--- config.mk ---
export PLATFORM = sky130hd
export DESIGN_NAME = conv_window_buf
export DESIGN_NICKNAME = d
export VERILOG_FILES = /design/src/rtl/conv_pkg.sv /design/src/rtl/conv_line_delay.sv /design/src/rtl/conv_window_buf.sv
export SDC_FILE = /design/constraint.sdc
export NUM_CORES = 1
export LEC_CHECK = 0
export CAP_MARGIN = 40
export CORE_MARGIN = 3
export CORE_UTILIZATION = 30
export CTS_CLUSTER_DIAMETER = 100
export CTS_CLUSTER_SIZE = 10
export DETAILED_ROUTE_END_ITERATION = 6
export GPL_TIMING_DRIVEN = 0
export PLACE_DENSITY = 0.57
export SETUP_SLACK_MARGIN = 0.05
export SLEW_MARGIN = 20
export SYNTH_ARGS = -nofsm -noshare
export SYNTH_HDL_FRONTEND = slang
export SYNTH_SLANG_ARGS = --single-unit
--- constraint.sdc ---
create_clock -name clk -period 6.2 [get_ports clk]
set_clock_uncertainty 0.1 [all_clocks]
set_input_delay 1.86 -clock clk [delete_from_list [all_inputs] [get_ports clk]]
set_output_delay 1.86 -clock clk [all_outputs]
set_load 0.1 [all_outputs]
--- src/rtl/conv_pkg.sv ---
// conv_pkg: shared constants and helpers for the convolution datapath.
//   DefImgW/DefImgH/DefK/DefDataBits : default geometry of the first conv layer
//   win_idx(r, c, k)                 : flat element index r*k+c of a k x k window
//                                      (r=0 is the top/oldest row, c=0 the leftmost column)
package conv_pkg;

  localparam int unsigned DefImgW     = 28;
  localparam int unsigned DefImgH     = 28;
  localparam int unsigned DefK        = 5;
  localparam int unsigned DefDataBits = 8;

  function automatic int unsigned win_idx(input int unsigned r, input int unsigned c,
                                          input int unsigned k = DefK);
    return r * k + c;
  endfunction

endpackage

--- src/rtl/conv_line_delay.sv ---
// conv_line_delay: one image row of pixel delay (DEPTH entries), advancing only when enabled.
// A pixel pushed on one enabled beat appears on o_data DEPTH enabled beats later.
// Contents are not reset: they are always refilled before the window logic uses them.
// Ports:
//   clk    in  clock, rising edge
//   i_en   in  shift enable (accepted pixel beat)
//   i_data in  pixel entering the line
//   o_data out pixel from DEPTH beats ago
module conv_line_delay
  import conv_pkg::*;
#(
  parameter int unsigned DEPTH     = DefImgW,
  parameter int unsigned DATA_BITS = DefDataBits
) (
  input  logic                 clk,
  input  logic                 i_en,
  input  logic [DATA_BITS-1:0] i_data,
  output logic [DATA_BITS-1:0] o_data
);

  logic [DATA_BITS-1:0] r_mem [DEPTH];

  always_ff @(posedge clk) begin
    if (i_en) begin
      r_mem[0] <= i_data;
      for (int i = 1; i < DEPTH; i++) begin
        r_mem[i] <= r_mem[i-1];
      end
    end
  end

  assign o_data = r_mem[DEPTH-1];

endmodule

--- src/rtl/conv_window_buf.sv ---
// conv_window_buf: streaming K x K sliding-window generator (valid padding).
// Accepts one raster-order pixel per valid_in beat and emits a registered window one cycle
// after each beat that completes a valid convolution position.
// Build option: define CONV_BUF_STRIDE2_EN to emit only stride-2 positions (default stride 1).
// Ports:
//   clk        in  clock, rising edge
//   rst_n      in  synchronous active-low reset
//   valid_in   in  pixel beat qualifier; low cycles freeze all state
//   sof        in  start of frame (with valid_in): current pixel becomes (0,0)
//   data_in    in  pixel
//   win_data   out flattened window, element r*K+c at [(r*K+c)*DATA_BITS +: DATA_BITS]
//   valid_out  out one-cycle pulse per emitted window
//   frame_done out pulses with the last window of a frame
module conv_window_buf
  import conv_pkg::*;
#(
  parameter int unsigned IMG_W     = DefImgW,
  parameter int unsigned IMG_H     = DefImgH,
  parameter int unsigned K         = DefK,
  parameter int unsigned DATA_BITS = DefDataBits
) (
  input  logic                       clk,
  input  logic                       rst_n,
  input  logic                       valid_in,
  input  logic                       sof,
  input  logic [DATA_BITS-1:0]       data_in,
  output logic [K*K*DATA_BITS-1:0]   win_data,
  output logic                       valid_out,
  output logic                       frame_done
);

  localparam int unsigned ColW = (IMG_W > 1) ? $clog2(IMG_W) : 1;
  localparam int unsigned RowW = (IMG_H > 1) ? $clog2(IMG_H) : 1;
  localparam int unsigned WinW = K * K * DATA_BITS;

`ifdef CONV_BUF_STRIDE2_EN
  // Last emitted position: largest even offset from K-1 that still fits in the image.
  localparam int unsigned LastRow = K - 1 + ((IMG_H - K) / 2) * 2;
  localparam int unsigned LastCol = K - 1 + ((IMG_W - K) / 2) * 2;
  // (pos - (K-1)) is even exactly when pos has the same parity as K-1.
  localparam logic        KPar    = 1'((K - 1) % 2);
`else
  localparam int unsigned LastRow = IMG_H - 1;
  localparam int unsigned LastCol = IMG_W - 1;
`endif

  logic [ColW-1:0]      r_col, w_col_cur, w_col_nxt;
  logic [RowW-1:0]      r_row, w_row_cur, w_row_nxt;
  logic [WinW-1:0]      r_win, w_win_nxt;
  logic                 r_valid_out, r_frame_done;
  logic                 w_emit, w_last, w_phase_ok;
  logic [DATA_BITS-1:0] w_line_in  [K-1];
  logic [DATA_BITS-1:0] w_tap      [K-1];
  logic [DATA_BITS-1:0] w_new_col  [K];

  // Position of the pixel on the current beat; sof overrides the running counters.
  always_comb begin
    w_col_cur = sof ? '0 : r_col;
    w_row_cur = sof ? '0 : r_row;
    w_col_nxt = w_col_cur + ColW'(1);
    w_row_nxt = w_row_cur;
    if (w_col_cur == ColW'(IMG_W - 1)) begin
      w_col_nxt = '0;
      w_row_nxt = (w_row_cur == RowW'(IMG_H - 1)) ? '0 : w_row_cur + RowW'(1);
    end
  end

  always_comb begin
`ifdef CONV_BUF_STRIDE2_EN
    w_phase_ok = (w_row_cur[0] == KPar) && (w_col_cur[0] == KPar);
`else
    w_phase_ok = 1'b1;
`endif
    w_emit = (32'(w_row_cur) >= K - 1) && (32'(w_col_cur) >= K - 1) && w_phase_ok;
    w_last = (w_row_cur == RowW'(LastRow)) && (w_col_cur == ColW'(LastCol));
  end

  // Chained row delays: tap i holds the pixel i+1 rows above data_in.
  for (genvar gi = 0; gi < K - 1; gi++) begin : g_line
    if (gi == 0) begin : g_head
      assign w_line_in[gi] = data_in;
    end else begin : g_chain
      assign w_line_in[gi] = w_tap[gi-1];
    end

    conv_line_delay #(
      .DEPTH     (IMG_W),
      .DATA_BITS (DATA_BITS)
    ) u_line (
      .clk    (clk),
      .i_en   (valid_in),
      .i_data (w_line_in[gi]),
      .o_data (w_tap[gi])
    );
  end

  // New right-hand column, top (oldest row) first.
  always_comb begin
    w_new_col[K-1] = data_in;
    for (int r = 0; r < K - 1; r++) begin
      w_new_col[r] = w_tap[K-2-r];
    end
  end

  // Shift the window one column left and insert the new column on the right.
  always_comb begin
    w_win_nxt = r_win;
    for (int r = 0; r < K; r++) begin
      for (int c = 0; c < K - 1; c++) begin
        w_win_nxt[win_idx(r, c, K)*DATA_BITS +: DATA_BITS] =
          r_win[win_idx(r, c + 1, K)*DATA_BITS +: DATA_BITS];
      end
      w_win_nxt[win_idx(r, K - 1, K)*DATA_BITS +: DATA_BITS] = w_new_col[r];
    end
  end

  always_ff @(posedge clk) begin
    if (!rst_n) begin
      r_col        <= '0;
      r_row        <= '0;
      r_win        <= '0;
      r_valid_out  <= 1'b0;
      r_frame_done <= 1'b0;
    end else begin
      r_valid_out  <= valid_in && w_emit;
      r_frame_done <= valid_in && w_emit && w_last;
      if (valid_in) begin
        r_col <= w_col_nxt;
        r_row <= w_row_nxt;
        r_win <= w_win_nxt;
      end
    end
  end

  assign win_data   = r_win;
  assign valid_out  = r_valid_out;
  assign frame_done = r_frame_done;

endmodule

* Word-level counts from Yosys, hierarchy flattened
Memories as Yosys holds them, arrays and structs flattened. A register that Yosys moved wholly into a read port is not among the register bits. Cells that the tools add are included.
Cells by class: add/sub/neg operators 2, multipliers 0, divide/modulo/power cells 0, $lt $le $gt $ge 2, equal/unequal tests 2, shift-type cells 0, muxes and demuxes 7, bitwise logic cells 0, reductions and logical operators 5
Operators by type and width (count):
- 2-to-1 mux 5 bit | 5
- adder 5 x 1 -> 5 bit (second input constant) | 2
- == test 5 bit (second input constant) | 2
- greater-or-equal comparator 5 x 3 -> 1 bit (second input constant) | 2
- logical AND 1 bit | 4
- 2-to-1 mux 1 bit | 2
- zero test 1 bit | 1
Word-level totals: register bits 212, bits in latches 0, bits in writable memories 896, memory bits (read-only) 0, output and inout bits 202, memories 4
Memory list:
- g_line[0].u_line.r_mem | depth 28, bits a word 8, rd ports 28, clocked after memory_dff 0, wr ports 28, line conv_line_delay.sv:21 | logic [DATA_BITS-1:0] r_mem [DEPTH];
- g_line[1].u_line.r_mem | depth 28, bits a word 8, rd ports 28, clocked after memory_dff 0, wr ports 28, line conv_line_delay.sv:21
- g_line[2].u_line.r_mem | depth 28, bits a word 8, rd ports 28, clocked after memory_dff 0, wr ports 28, line conv_line_delay.sv:21
- g_line[3].u_line.r_mem | depth 28, bits a word 8, rd ports 28, clocked after memory_dff 1, wr ports 28, line conv_line_delay.sv:21

* Depth between registers and ports, before layout
depth in word-level cells 5, depth in mapped cells 8, mapped depth without buffers 6

* Modules after synthesis
A second synthesis with hierarchy kept.
Unflattened totals: cells, all modules 1651, area total of the unflattened synthesis 35445.2 µm²
By module, submodules not included:
- conv_line_delay | times used 4, cells an instance 232, area an instance 6786.5 µm²
- conv_window_buf | times used 1, cells an instance 723, area an instance 8299.2 µm²

* Worst setup path before layout
Ideal clock, no wire load.
path type input -> register, from in sof, to reg r_row[2], arrival time 3.227 ns, required time 6.026 ns, path slack 2.799 ns, cell stages on the path 8, path buffers 2, cells stage by stage clkbuf_1 -> nand2b_1 -> inv_1 -> ha_1 -> and4b_1 -> buf_6 -> a211o_1 -> a31oi_1
On the way: longest elaborated chain between the ends 4
Ends and longest elaborated chain:
- start: declaration | line conv_window_buf.sv:25 | input logic sof,
- 2-to-1 mux 5 bit | line conv_window_buf.sv:59 | w_row_cur = sof ? '0 : r_row;
- adder 5 x 1 -> 5 bit or == test 5 bit (tied branches) | line conv_window_buf.sv:64 | w_row_nxt = (w_row_cur == RowW'(IMG_H - 1)) ? '0 : w_row_cur + RowW'(1);
- 2-to-1 mux 5 bit | line conv_window_buf.sv:64
- 2-to-1 mux 5 bit * | line conv_window_buf.sv:62 | if (w_col_cur == ColW'(IMG_W - 1)) begin
- end signal: assignment | line conv_window_buf.sv:129 | r_row <= w_row_nxt;
- end: declaration | line conv_window_buf.sv:48 | logic [RowW-1:0] r_row, w_row_cur, w_row_nxt;
Mark *: on every way between the ends. The rest lies on a longest branch, timed or not. A chain may end at the register's enable or synchronous reset.

==> impl_metrics.env <==
export IMPL_status="complete, but fails checks"
export IMPL_violations="design-rule violations"
export IMPL_clkSlewWorstSetupHoldPaths_ns=0.05
export IMPL_post_dp_hpwl_um=39300
export IMPL_num_nets_final=2187
export IMPL_grt_total_usage=0.103
export IMPL_path_common_cell="buf_16"
export IMPL_finalCritPeriodShare=0.788
export IMPL_hold_path_depth=0
export IMPL_cap_violations=0
export IMPL_viasPerCell=4.25
export IMPL_dieHeight_um=346
export IMPL_clk_latency_ns=0.66
export IMPL_grt_pass1_vias=16600
export IMPL_met1Wirelength_um=30100
export IMPL_port_buffers=213
export IMPL_path_cells="buf_8 -> buf_16 -> buf_16 -> buf_16 -> buf_2 -> buf_2 -> buf_4 -> mux2i_1 -> nor2_1"
export IMPL_crit_slowest_cell="buf_16"
export IMPL_cp_startpoint="valid_in"
export IMPL_placed_cell_area_um2=42400
export IMPL_yosysTopAreaCell="edfxtp_1"
export IMPL_synthTopCellsByArea="edfxtp_1 (78%), dfxtp_1 (12%), mux2i_1 (5.8%), nor2_1 (2.2%), buf_4 (0.33%)"
export IMPL_netlist_cell_type_count=39
export IMPL_die_width_um=346
export IMPL_reg2reg_to="r_row[4]$_SDFFE_PN0P_"
export IMPL_routed_wl_um=62500
export IMPL_grt_max_degree=113
export IMPL_slew_viol_final=0
export IMPL_crit_path_end_kind="flip-flop"
export IMPL_multi_input_area_um2=3170
export IMPL_grt_overflow=0
export IMPL_cp_num_buf_inv=7
export IMPL_num_antenna_cells=0
export IMPL_peakVddDrop_mv=0.228
export IMPL_worstSetupEndpoint="win_data[121]$_SDFFE_PN0P_"
export IMPL_r2r_cells=6
export IMPL_clock_sinks=1108
export IMPL_reg2reg_from="r_col[0]$_SDFFE_PN0P_"
export IMPL_finalPower_mw=15.6
export IMPL_hold_viol=0
export IMPL_finalSetupViolations=0
export IMPL_cts_buffers_inserted=120
export IMPL_maxUsedRoutingLayer="met4"
export IMPL_worst_path_largest_cell_delay_ns=0.46
export IMPL_leakage_nw=16.4
export IMPL_drtAntennaViolNets=0
export IMPL_core_um2=113000
export IMPL_required_ns=6.62
export IMPL_wl_per_cell_um=16.6
export IMPL_ys_async_sr_fraction=0
export IMPL_fp_dieArea_um2=119000
export IMPL_synthCells=1625
export IMPL_cp_depth=9
export IMPL_holdBufCountCts=0
export IMPL_ys_seq_area_frac=0.900
export IMPL_crit_family="buffers and inverters"
export IMPL_wl_met2_um=27000
export IMPL_cts_root_buf="clkbuf_16"
export IMPL_area_sequential_um2=31100
export IMPL_worstHoldPathType="flip-flop to flip-flop"
export IMPL_start_util=0.305
export IMPL_drtIter0Drc=1331
export IMPL_row_count=123
export IMPL_fin_crit_ns=4.89
export IMPL_rsz0062_at_grt="no"
export IMPL_syn2layout_area_growth_pct=32.6
export IMPL_synth_main_ff_cell="edfxtp_1"
export IMPL_synth_nets=1641
export IMPL_design_area_um2=45900
export IMPL_route_met3_wl_um=3390
export IMPL_h_tree_depth=3
export IMPL_ys_seq_elements=1108
export IMPL_grt_first_pass_wirelength_um=98100
export IMPL_antenna_found_initial=3
export IMPL_io_pins=214
export IMPL_globalplace_congestion=0.809
export IMPL_reg2reg_setup_slack_ns=4.32
export IMPL_worstSetupPathType="input port to flip-flop"
export IMPL_syn_area_per_cell_um2=21.3
export IMPL_cts_tree="built"
export IMPL_synthTopCellsByCount="edfxtp_1 (896), dfxtp_1 (212), nor2_1 (204)"
export IMPL_yosys_warnings=0
export IMPL_synth_most_common_cell="edfxtp_1"
export IMPL_syn_area_um2=34600
export IMPL_synth_edff_count=896
export IMPL_tns_ns=0
export IMPL_first_pass_iters=7
export IMPL_drive_gt1_frac=0.162
export IMPL_yosysTopAreaCellShare=0.778
export IMPL_critPathArrivalTime_ns=5.31
export IMPL_power_density_nw_per_um2=341
export IMPL_cts_resized_gates=0
export IMPL_drc=3
export IMPL_num_vias=16000
export IMPL_startpoint_type="input port"
export IMPL_tightest_slew_ns=0.756
export IMPL_cts_max_path_buffers=3
export IMPL_fmax_mhz=205
export IMPL_relSlewSlack=0.496
export IMPL_fillers=9824
export IMPL_cp_max_fo=108
export IMPL_post_cts_buffers=0
[worst min-delay path by stage]
stage	end	start
5_1_grt	g_line[3].u_line.r_mem[7][7]$_DFFE_PP_	g_line[3].u_line.r_mem[6][7]$_DFFE_PP_
6_report	g_line[3].u_line.r_mem[7][7]$_DFFE_PP_	g_line[3].u_line.r_mem[6][7]$_DFFE_PP_
3_5_place_dp	g_line[0].u_line.r_mem[0][102]$_DFFE_PP_	g_line[0].u_line.r_mem[0][94]$_DFFE_PP_
3_3_place_gp	g_line[3].u_line.r_mem[27][4]$_DFFE_PP_	g_line[3].u_line.r_mem[26][4]$_DFFE_PP_
4_1_cts	g_line[0].u_line.r_mem[0][116]$_DFFE_PP_	g_line[0].u_line.r_mem[0][108]$_DFFE_PP_
2_1_floorplan	g_line[0].u_line.r_mem[0][100]$_DFFE_PP_	g_line[0].u_line.r_mem[0][92]$_DFFE_PP_
[flip-flops by register name, indices dropped and copies added, names as in the netlist]
signal / count
r_col: 5
r_row: 5
win_data: 200
frame_done: 1
valid_out: 1
g_line.u_line.r_mem: 896
[cell families after synthesis]
group | share of synthesized area
flops | 0.900
compound gates | 0.00398
buf+inv | 0.00821
simple gates | 0.0280
fa+ha+maj | 0.00145
mux | 0.0581
[metal layers]
metal	track usage	up-vias
li1	-	7258
met1	0.150	8089
met2	0.149	511
met3	0.0246	151
met4	0.0414	0
met5	0	-
[metrics by stage]
| stage | util | worst slack [ns] | instances | hold slack [ns] |
|---|---|---|---|---|
| 3_3_place_gp | 0.340 | -27.17 | 3338 | 0.301 |
| 3_5_place_dp | 0.373 | 0.580 | 3548 | 0.305 |
| 6_report | 0.404 | 1.31 | 3765 | 0.309 |
| 4_1_cts | 0.404 | 1.33 | 3764 | 0.310 |
| 2_1_floorplan | - | 2.80 | 1625 | 0.300 |
| 5_1_grt | 0.404 | 1.12 | 3765 | 0.319 |
[worst reg2reg max path, stage by stage, from the launching register on]
cell      delay [ns]
dfxtp_1         0.38
nand2b_1        0.10
inv_1           0.06
ha_1            0.25
nand4b_1        0.25
nor4_1          0.47
o31a_1          0.21
[final cells by class]
class / instances / area share
Multi-Input combinational cell: 461 / 0.0691
Inverter: 8 / 0.000655
Tap cell: 1500 / 0.0409
Clock inverter: 4 / 0.00164
Buffer: 48 / 0.00554
Clock buffer: 212 / 0.0746
Sequential cell: 1108 / 0.679
Timing Repair Buffer: 424 / 0.128
[cell usage in the layout, fill, tap and decap left out, drive strengths merged, types with 3 or more instances in the layout]
cell type        n
a21oi            3
mux2i          201
nand2            5
buf            239
nor2           204
o21ai            5
ha               4
clkbuf         236
nand4            5
inv             10
dfxtp          212
clkdlybuf4s50  209
edfxtp         896
nand2b           6
[report_power, final]
| group | internal [mW] | switching, mW | total [mW] |
|---|---|---|---|
| clock network | 3.69 | 2.63 | 6.33 |
| logic | 0.237 | 0.488 | 0.724 |
| registers | 8.45 | 0.128 | 8.58 |
| total | 12.4 | 3.25 | 15.6 |
No activity file was read; power rests on OpenSTA's default activity.
